## config.mk

```make
export PLATFORM = sky130hd
export DESIGN_NAME = clock_uart_reporter_flat
export DESIGN_NICKNAME = d
export VERILOG_FILES = /design/src/rtl/clock_uart_reporter_if.sv /design/src/rtl/clock_uart_reporter.sv /design/src/flat_wrapper.sv
export SDC_FILE = /design/constraint.sdc
export NUM_CORES = 1
export LEC_CHECK = 0
export BUFFER_PORTS_ARGS = -buffer_cell sky130_fd_sc_hd__buf_2
export CAP_MARGIN = 0
export CORE_ASPECT_RATIO = 0.5
export CORE_MARGIN = 8
export CORE_UTILIZATION = 45
export CTS_BUF_LIST = sky130_fd_sc_hd__clkbuf_8 sky130_fd_sc_hd__clkbuf_16
export DETAILED_ROUTE_END_ITERATION = 10
export PLACE_DENSITY = 0.66
export SLEW_MARGIN = 15
export SYNTH_ARGS = -nofsm -noshare
export SYNTH_HDL_FRONTEND = slang
export SYNTH_SLANG_ARGS = --single-unit
```

## constraint.sdc

```tcl
create_clock -name clk -period 3.73 [get_ports clk]
set_clock_uncertainty 0.15 [all_clocks]
set_input_delay 0.746 -clock clk [delete_from_list [all_inputs] [get_ports clk]]
set_output_delay 0.746 -clock clk [all_outputs]
set_load 0.02 [all_outputs]
```

## src/rtl/clock_uart_reporter_if.sv

```systemverilog
// ---------------------------------------------------------------------------
// clock_uart_reporter_if
// Request/response bundle for clock_uart_reporter.
//   send      : single-cycle request to transmit one timestamp frame
//   time_bcd  : {h_t,h_o,m_t,m_o,s_t,s_o}, 4 bits per digit, MSB-first
//   date_bcd  : {d_t,d_o,mo_t,mo_o,y_th,y_hu,y_te,y_on}, 4 bits per digit
//   tx        : UART serial line, 8N1, idle high
//   busy      : high while a frame is in progress
//   done      : one-cycle pulse when a frame completes
// master = requester side, slave = the reporter.
// ---------------------------------------------------------------------------
interface clock_uart_reporter_if;
  logic        send;
  logic [23:0] time_bcd;
  logic [31:0] date_bcd;
  logic        tx;
  logic        busy;
  logic        done;

  modport master (output send, time_bcd, date_bcd, input tx, busy, done);
  modport slave  (input send, time_bcd, date_bcd, output tx, busy, done);
endinterface

```

## src/rtl/clock_uart_reporter.sv

```systemverilog
// ---------------------------------------------------------------------------
// clock_uart_reporter
// Transmits a 21-character ASCII timestamp "HH:MM:SS DD/MM/YYYY\r\n" over an
// 8N1 UART when requested. Digits above 9 are sent as '?'.
// Ports:
//   clk : system clock, rising edge
//   rst : asynchronous active-high reset (aborts any frame, tx forced high)
//   bus : clock_uart_reporter_if.slave (send/time_bcd/date_bcd in,
//         tx/busy/done out)
// Parameters: CLK_HZ, BAUD; bit period BAUD_DIV = CLK_HZ/BAUD (must be >= 2).
// ---------------------------------------------------------------------------
module clock_uart_reporter #(
  parameter int CLK_HZ = 50_000_000,
  parameter int BAUD   = 115200
) (
  input  logic                  clk,
  input  logic                  rst,
  clock_uart_reporter_if.slave  bus
);

  localparam int BAUD_DIV = CLK_HZ / BAUD;
  localparam int CNT_W    = (BAUD_DIV > 2) ? $clog2(BAUD_DIV) : 1;
  localparam logic [CNT_W-1:0] BAUD_LAST = CNT_W'(BAUD_DIV - 1);
  localparam logic [4:0] LAST_CHAR = 5'd20;

  typedef enum logic [1:0] {IDLE, START, DATA, STOP} state_t;

  state_t           r_state, w_state;
  logic [CNT_W-1:0] r_baud, w_baud;
  logic [2:0]       r_bit, w_bit;
  logic [4:0]       r_char, w_char;
  logic [23:0]      r_time, w_time;
  logic [31:0]      r_date, w_date;
  logic             r_tx, w_tx;
  logic             r_busy, w_busy;
  logic             r_done, w_done;
  logic             w_bit_end;
  logic [7:0]       w_byte;

  function automatic logic [7:0] digit_ascii(input logic [3:0] v);
    return (v <= 4'd9) ? (8'h30 + {4'h0, v}) : 8'h3F;
  endfunction

  // Character at position idx of the frame, from the snapshot registers.
  function automatic logic [7:0] frame_char(input logic [4:0]  idx,
                                            input logic [23:0] t,
                                            input logic [31:0] d);
    case (idx)
      5'd0:  return digit_ascii(t[23:20]);
      5'd1:  return digit_ascii(t[19:16]);
      5'd2:  return 8'h3A;
      5'd3:  return digit_ascii(t[15:12]);
      5'd4:  return digit_ascii(t[11:8]);
      5'd5:  return 8'h3A;
      5'd6:  return digit_ascii(t[7:4]);
      5'd7:  return digit_ascii(t[3:0]);
      5'd8:  return 8'h20;
      5'd9:  return digit_ascii(d[31:28]);
      5'd10: return digit_ascii(d[27:24]);
      5'd11: return 8'h2F;
      5'd12: return digit_ascii(d[23:20]);
      5'd13: return digit_ascii(d[19:16]);
      5'd14: return 8'h2F;
      5'd15: return digit_ascii(d[15:12]);
      5'd16: return digit_ascii(d[11:8]);
      5'd17: return digit_ascii(d[7:4]);
      5'd18: return digit_ascii(d[3:0]);
      5'd19: return 8'h0D;
      default: return 8'h0A;
    endcase
  endfunction

  assign w_bit_end = (r_baud == BAUD_LAST);
  assign w_byte    = frame_char(r_char, r_time, r_date);

  // tx is computed one cycle ahead here and registered, so the line level
  // changes exactly on the bit-boundary edge and comes straight from a flop.
  always_comb begin
    w_state = r_state;
    w_baud  = r_baud;
    w_bit   = r_bit;
    w_char  = r_char;
    w_time  = r_time;
    w_date  = r_date;
    w_tx    = r_tx;
    w_busy  = r_busy;
    w_done  = 1'b0;
    case (r_state)
      IDLE: begin
        w_tx   = 1'b1;
        w_busy = 1'b0;
        w_baud = '0;
        w_bit  = '0;
        w_char = '0;
        if (bus.send) begin
          w_state = START;
          w_time  = bus.time_bcd;
          w_date  = bus.date_bcd;
          w_tx    = 1'b0;
          w_busy  = 1'b1;
        end
      end
      START: begin
        if (w_bit_end) begin
          w_baud  = '0;
          w_state = DATA;
          w_bit   = '0;
          w_tx    = w_byte[0];
        end else begin
          w_baud = r_baud + 1'b1;
        end
      end
      DATA: begin
        if (w_bit_end) begin
          w_baud = '0;
          if (r_bit == 3'd7) begin
            w_state = STOP;
            w_bit   = '0;
            w_tx    = 1'b1;
          end else begin
            w_bit = r_bit + 3'd1;
            w_tx  = w_byte[r_bit + 3'd1];
          end
        end else begin
          w_baud = r_baud + 1'b1;
        end
      end
      STOP: begin
        if (w_bit_end) begin
          w_baud = '0;
          if (r_char == LAST_CHAR) begin
            // Busy drops on this edge, so a send seen in the done cycle
            // is accepted from IDLE on the very next edge.
            w_state = IDLE;
            w_char  = '0;
            w_busy  = 1'b0;
            w_done  = 1'b1;
            w_tx    = 1'b1;
          end else begin
            w_state = START;
            w_char  = r_char + 5'd1;
            w_tx    = 1'b0;
          end
        end else begin
          w_baud = r_baud + 1'b1;
        end
      end
      default: w_state = IDLE;
    endcase
  end

  always_ff @(posedge clk or posedge rst) begin
    if (rst) begin
      r_state <= IDLE;
      r_baud  <= '0;
      r_bit   <= '0;
      r_char  <= '0;
      r_time  <= '0;
      r_date  <= '0;
      r_tx    <= 1'b1;
      r_busy  <= 1'b0;
      r_done  <= 1'b0;
    end else begin
      r_state <= w_state;
      r_baud  <= w_baud;
      r_bit   <= w_bit;
      r_char  <= w_char;
      r_time  <= w_time;
      r_date  <= w_date;
      r_tx    <= w_tx;
      r_busy  <= w_busy;
      r_done  <= w_done;
    end
  end

  assign bus.tx   = r_tx;
  assign bus.busy = r_busy;
  assign bus.done = r_done;

endmodule

```

## src/flat_wrapper.sv

```systemverilog
// flat-port wrapper written by rule: the top's interface ports become plain ports
module clock_uart_reporter_flat 
#(
  parameter int CLK_HZ = 50_000_000,
  parameter int BAUD   = 115200
)
  (clk, rst, bus_send, bus_time_bcd, bus_date_bcd, bus_tx, bus_busy, bus_done);
  clock_uart_reporter_if bus_i ();
  input  logic clk;
  input  logic rst;
  input wire logic [$bits(bus_i.send)-1:0] bus_send;
  input wire logic [$bits(bus_i.time_bcd)-1:0] bus_time_bcd;
  input wire logic [$bits(bus_i.date_bcd)-1:0] bus_date_bcd;
  output wire logic [$bits(bus_i.tx)-1:0] bus_tx;
  output wire logic [$bits(bus_i.busy)-1:0] bus_busy;
  output wire logic [$bits(bus_i.done)-1:0] bus_done;
  assign bus_i.send = bus_send;
  assign bus_i.time_bcd = bus_time_bcd;
  assign bus_i.date_bcd = bus_date_bcd;
  assign bus_tx = bus_i.tx;
  assign bus_busy = bus_i.busy;
  assign bus_done = bus_i.done;
  clock_uart_reporter #(.CLK_HZ(CLK_HZ), .BAUD(BAUD)) u_core (.clk(clk), .rst(rst), .bus(bus_i));
endmodule
```

==> flow_summary_export.csv <==
group,metric,value,unit
routing,viasPerCell,5.56,
sta,period_share,74.2,%
power,p_leak,2.35,nW
worst_setup_path,worstReg2RegEnd,"u_core.bus.tx$_DFFE_PP1P_",
clock_network,cts_max_level,3,
yosys,synthTopCellsByArea,"dfrtp_1, mux2_2, a21oi_1",
clock_network,clock_latency,0.34,ns
yosys,synth_most_common_cell,"dfrtp_1",
worst_setup_path,crit_chain,"inv_1 > ha_1 > nor2_1 > o2bb2ai_1 > a211o_1 > a2111o_1 > nor4b_2 > nor3_1 > a211o_1",
min_path,hold_depth,1,
power,p_sw_share,19.5,%
yosys,synth_common_cells,"dfrtp_1, mux2_2, a21oi_1",
worst_setup_path,start_kind,"register",
sta,relSlewSlack,44.4,%
yosys,yosysSeqAreaShare,45.1,%
place,dpl_cell_area,4760,um2
power,power.total,1.89,mW
yosys,ys_ff_latch,78,
floorplanning,start_util,46.0,%
place,numPortBuffers,61,
clock_network,cts_tree,"built",
yosys,avgSynthCellArea,10.3,um2
yosys,netlist-cell-type-count,61,
sta,fin_setup_tns,0,ns
global_route,grt_pass1_wl,17700,um
global_route,grt_pass1_vias,3464,
final_layout,nets,548,
yosys,synth_top_cell_by_area,"dfrtp_1",
final_layout,fin_area,5100,um2
sta,worst_pin_slew,0.833,ns
power,p_seq_share,44.8,%
routing,drcViolationCount,0,
worst_setup_path,worst_r2r_path_depth,9,
sta,fin_ws,0.962,ns
power,switchingPower,368,uW
floorplanning,die_area,13200,um2
sta,fmax,0.361,GHz
worst_setup_path,crit_end,"u_core.bus.tx$_DFFE_PP1P_",
clock_network,root_buffer,"clkbuf_16",
worst_setup_path,cp_data_arrival_time,2.88,ns
yosys,syn-cell-area,4330,um2
power,p_comb_share,2.6,%
place,gp_congestion,0.898,
clock_network,cts-resized-gates,0,
routing,wl_per_cell,17.1,um
min_path,hold_path_class,"reg -> reg",
place,dpl.hpwl,7930,um
sta,setup_viol,0,
floorplanning,die_h,85.4,um
clock_network,path_clk_slew,0.06,ns
routing,drt_iter0_markers,295,
worst_setup_path,critPathMaxFanout,11,
global_route,globalRouteOverflowTotal,0,
routing,ant_nets,0,
worst_setup_path,endpoint_kind,"register",
final_layout,drive_gt1_share,30.4,%
worst_setup_path,r2r_slack,0.96,ns
clock_network,clockBufferDepth,2,
global_route,grt_util_all_layers,16.8,%
yosys,synth-edff-count,0,
floorplanning,io_pins,62,
status,outcome,"complete, no violations",
sta,hold_violations,0,
place,place_ws,1.03,ns
sta,maxSlewViolCount,0,
floorplanning,fp.dieW,155,um
floorplanning,row_count,25,
global_route,grt_max_degree,41,
sta,hold_ws,0.333,ns
worst_setup_path,cp_slowest_cell,"dfrtp_1",
clock_network,holdBufCountCts,0,
worst_setup_path,slowest_delay,0.44,ns
final_layout,area_growth,17.6,%
yosys,synth_cells,421,
clock_network,postCtsSetupBuffers,0,
yosys,async_flop_share,100,%
worst_setup_path,reg2reg_from,"u_core.r_char[0]$_DFFE_PP0P_",
clock_network,cts.sinks,78,
floorplanning,core-area,9420,um2
worst_setup_path,worst-setup-path-type,"reg -> reg",
sta,grt_setup_unrepaired,"false",
routing,drt_wl_total,10500,um
worst_setup_path,cp_common_cell,"a211o_1",
yosys,synth_flop_cell,"dfrtp_1",
sta,period_needed,2.77,ns
final_layout,diodes,0,
power,internal_power,1.52,mW
clock_network,cts_buffers,9,
worst_setup_path,critPathLaunch,"u_core.r_char[0]$_DFFE_PP0P_",
yosys,synth_top_area_share,44.5,%
power,power_density,370,nW/um2
flow_run,max_cap_viol_count,0,
worst_setup_path,crit_required,3.84,ns
routing,dr.pass1.iters,7,
yosys,yosys_warnings,0,
yosys,synth_nets,493,
routing,via_count,3420,
global_route,antenna_found_initial,0,
power,peakVddDrop,0.210,mV
power,pwr-share-clk,52.6,%
cell usage in the layout, fill, tap and decap left out, types with 3 or more instances in the layout:
cell and n:
a22oi_1 3, inv_1 15, and3_1 3, dfrtp_1 77
clkbuf_16 9, nor3_1 7, or3_1 3, o31ai_1 4
mux2_2 56, ha_1 13, bufinv_16 3, nand3_1 17
o21ai_0 20, o22ai_1 13, buf_2 61, xor2_1 3
nand2_1 15, nand3b_1 4, nand2b_1 8, nor2_1 28
nand4_1 7, a21oi_1 39, nor2b_1 3, xnor2_1 4
o21a_1 14
through the flow:
step | util [%] | instances
floorplan | - | 421
global placement | 50.6 | 600
detailed placement | 50.6 | 600
CTS | 54.1 | 615
global route | 54.1 | 615
finish | 54.1 | 615
flip-flops by register name, summed over array words and instances (netlist names):
register and flops:
u_core.r_date 32, u_core.r_time 24, u_core.r_baud 9, u_core.r_char 5, u_core.r_bit 3, u_core.r_state 2, u_core.bus.busy 1, u_core.bus.done 1
u_core.bus.tx 1
layout make-up:
| cell class | count | area, um2 |
|---|---|---|
| fill | 841 | 4320 |
| inverter | 17 | 63.8 |
| clock buffer | 9 | 225 |
| sequential | 78 | 1950 |
| timing repair buffer | 64 | 353 |
| clock inverter | 6 | 111 |
| tap | 135 | 169 |
| multi-input combinational | 306 | 2220 |
worst max-delay path, delay by kind of cell (launching register included):
kind	cells	cell delay, ns
AO/OA/AOI/OAI	4	1.12
AND/OR/NAND/NOR	3	0.46
buffers and inverters	1	0.12
adder cells (fa/ha/maj)	1	0.41
flip-flops	1	0.44
cells by family after synthesis:
kind of cell / count (synthesis) / synth area share (%)
compound gates: 113 / 16.3
fa+ha+maj: 13 / 3.75
flops: 78 / 45.1
simple gates: 114 / 14.5
buf+inv: 37 / 3.72
xor+xnor: 7 / 1.41
mux: 59 / 15.3
worst min path at each step:
stage	slack, ns	start	end
after global routing	0.38	u_core.r_baud[0]$_DFF_PP0_	u_core.r_baud[0]$_DFF_PP0_
after detailed placement	0.33	u_core.r_baud[0]$_DFF_PP0_	u_core.r_baud[0]$_DFF_PP0_
after floorplan	0.30	u_core.r_baud[0]$_DFF_PP0_	u_core.r_baud[0]$_DFF_PP0_
final	0.33	u_core.r_baud[0]$_DFF_PP0_	u_core.r_baud[0]$_DFF_PP0_
after global placement	0.33	u_core.r_baud[0]$_DFF_PP0_	u_core.r_baud[0]$_DFF_PP0_
after CTS	0.34	u_core.r_baud[0]$_DFF_PP0_	u_core.r_baud[0]$_DFF_PP0_
power by group through the flow:
stage	Combinational (mW)	Clock [mW]	Sequential (mW)
after floorplan	0.0130	0	0.862
after global placement	0.0505	0	0.862
after detailed placement	0.0510	0	0.862
after CTS	0.0510	1.01	0.846
after global routing	0.0562	1.05	0.846
final	0.0487	0.992	0.846
routing by layer:
metal	wire [um]	GRT usage, %
met1	5160	23.2
met4	145	5.65
met2	4480	24.2
met5	0	0
met3	745	5.22
No activity file was read; power rests on OpenSTA's default activity.
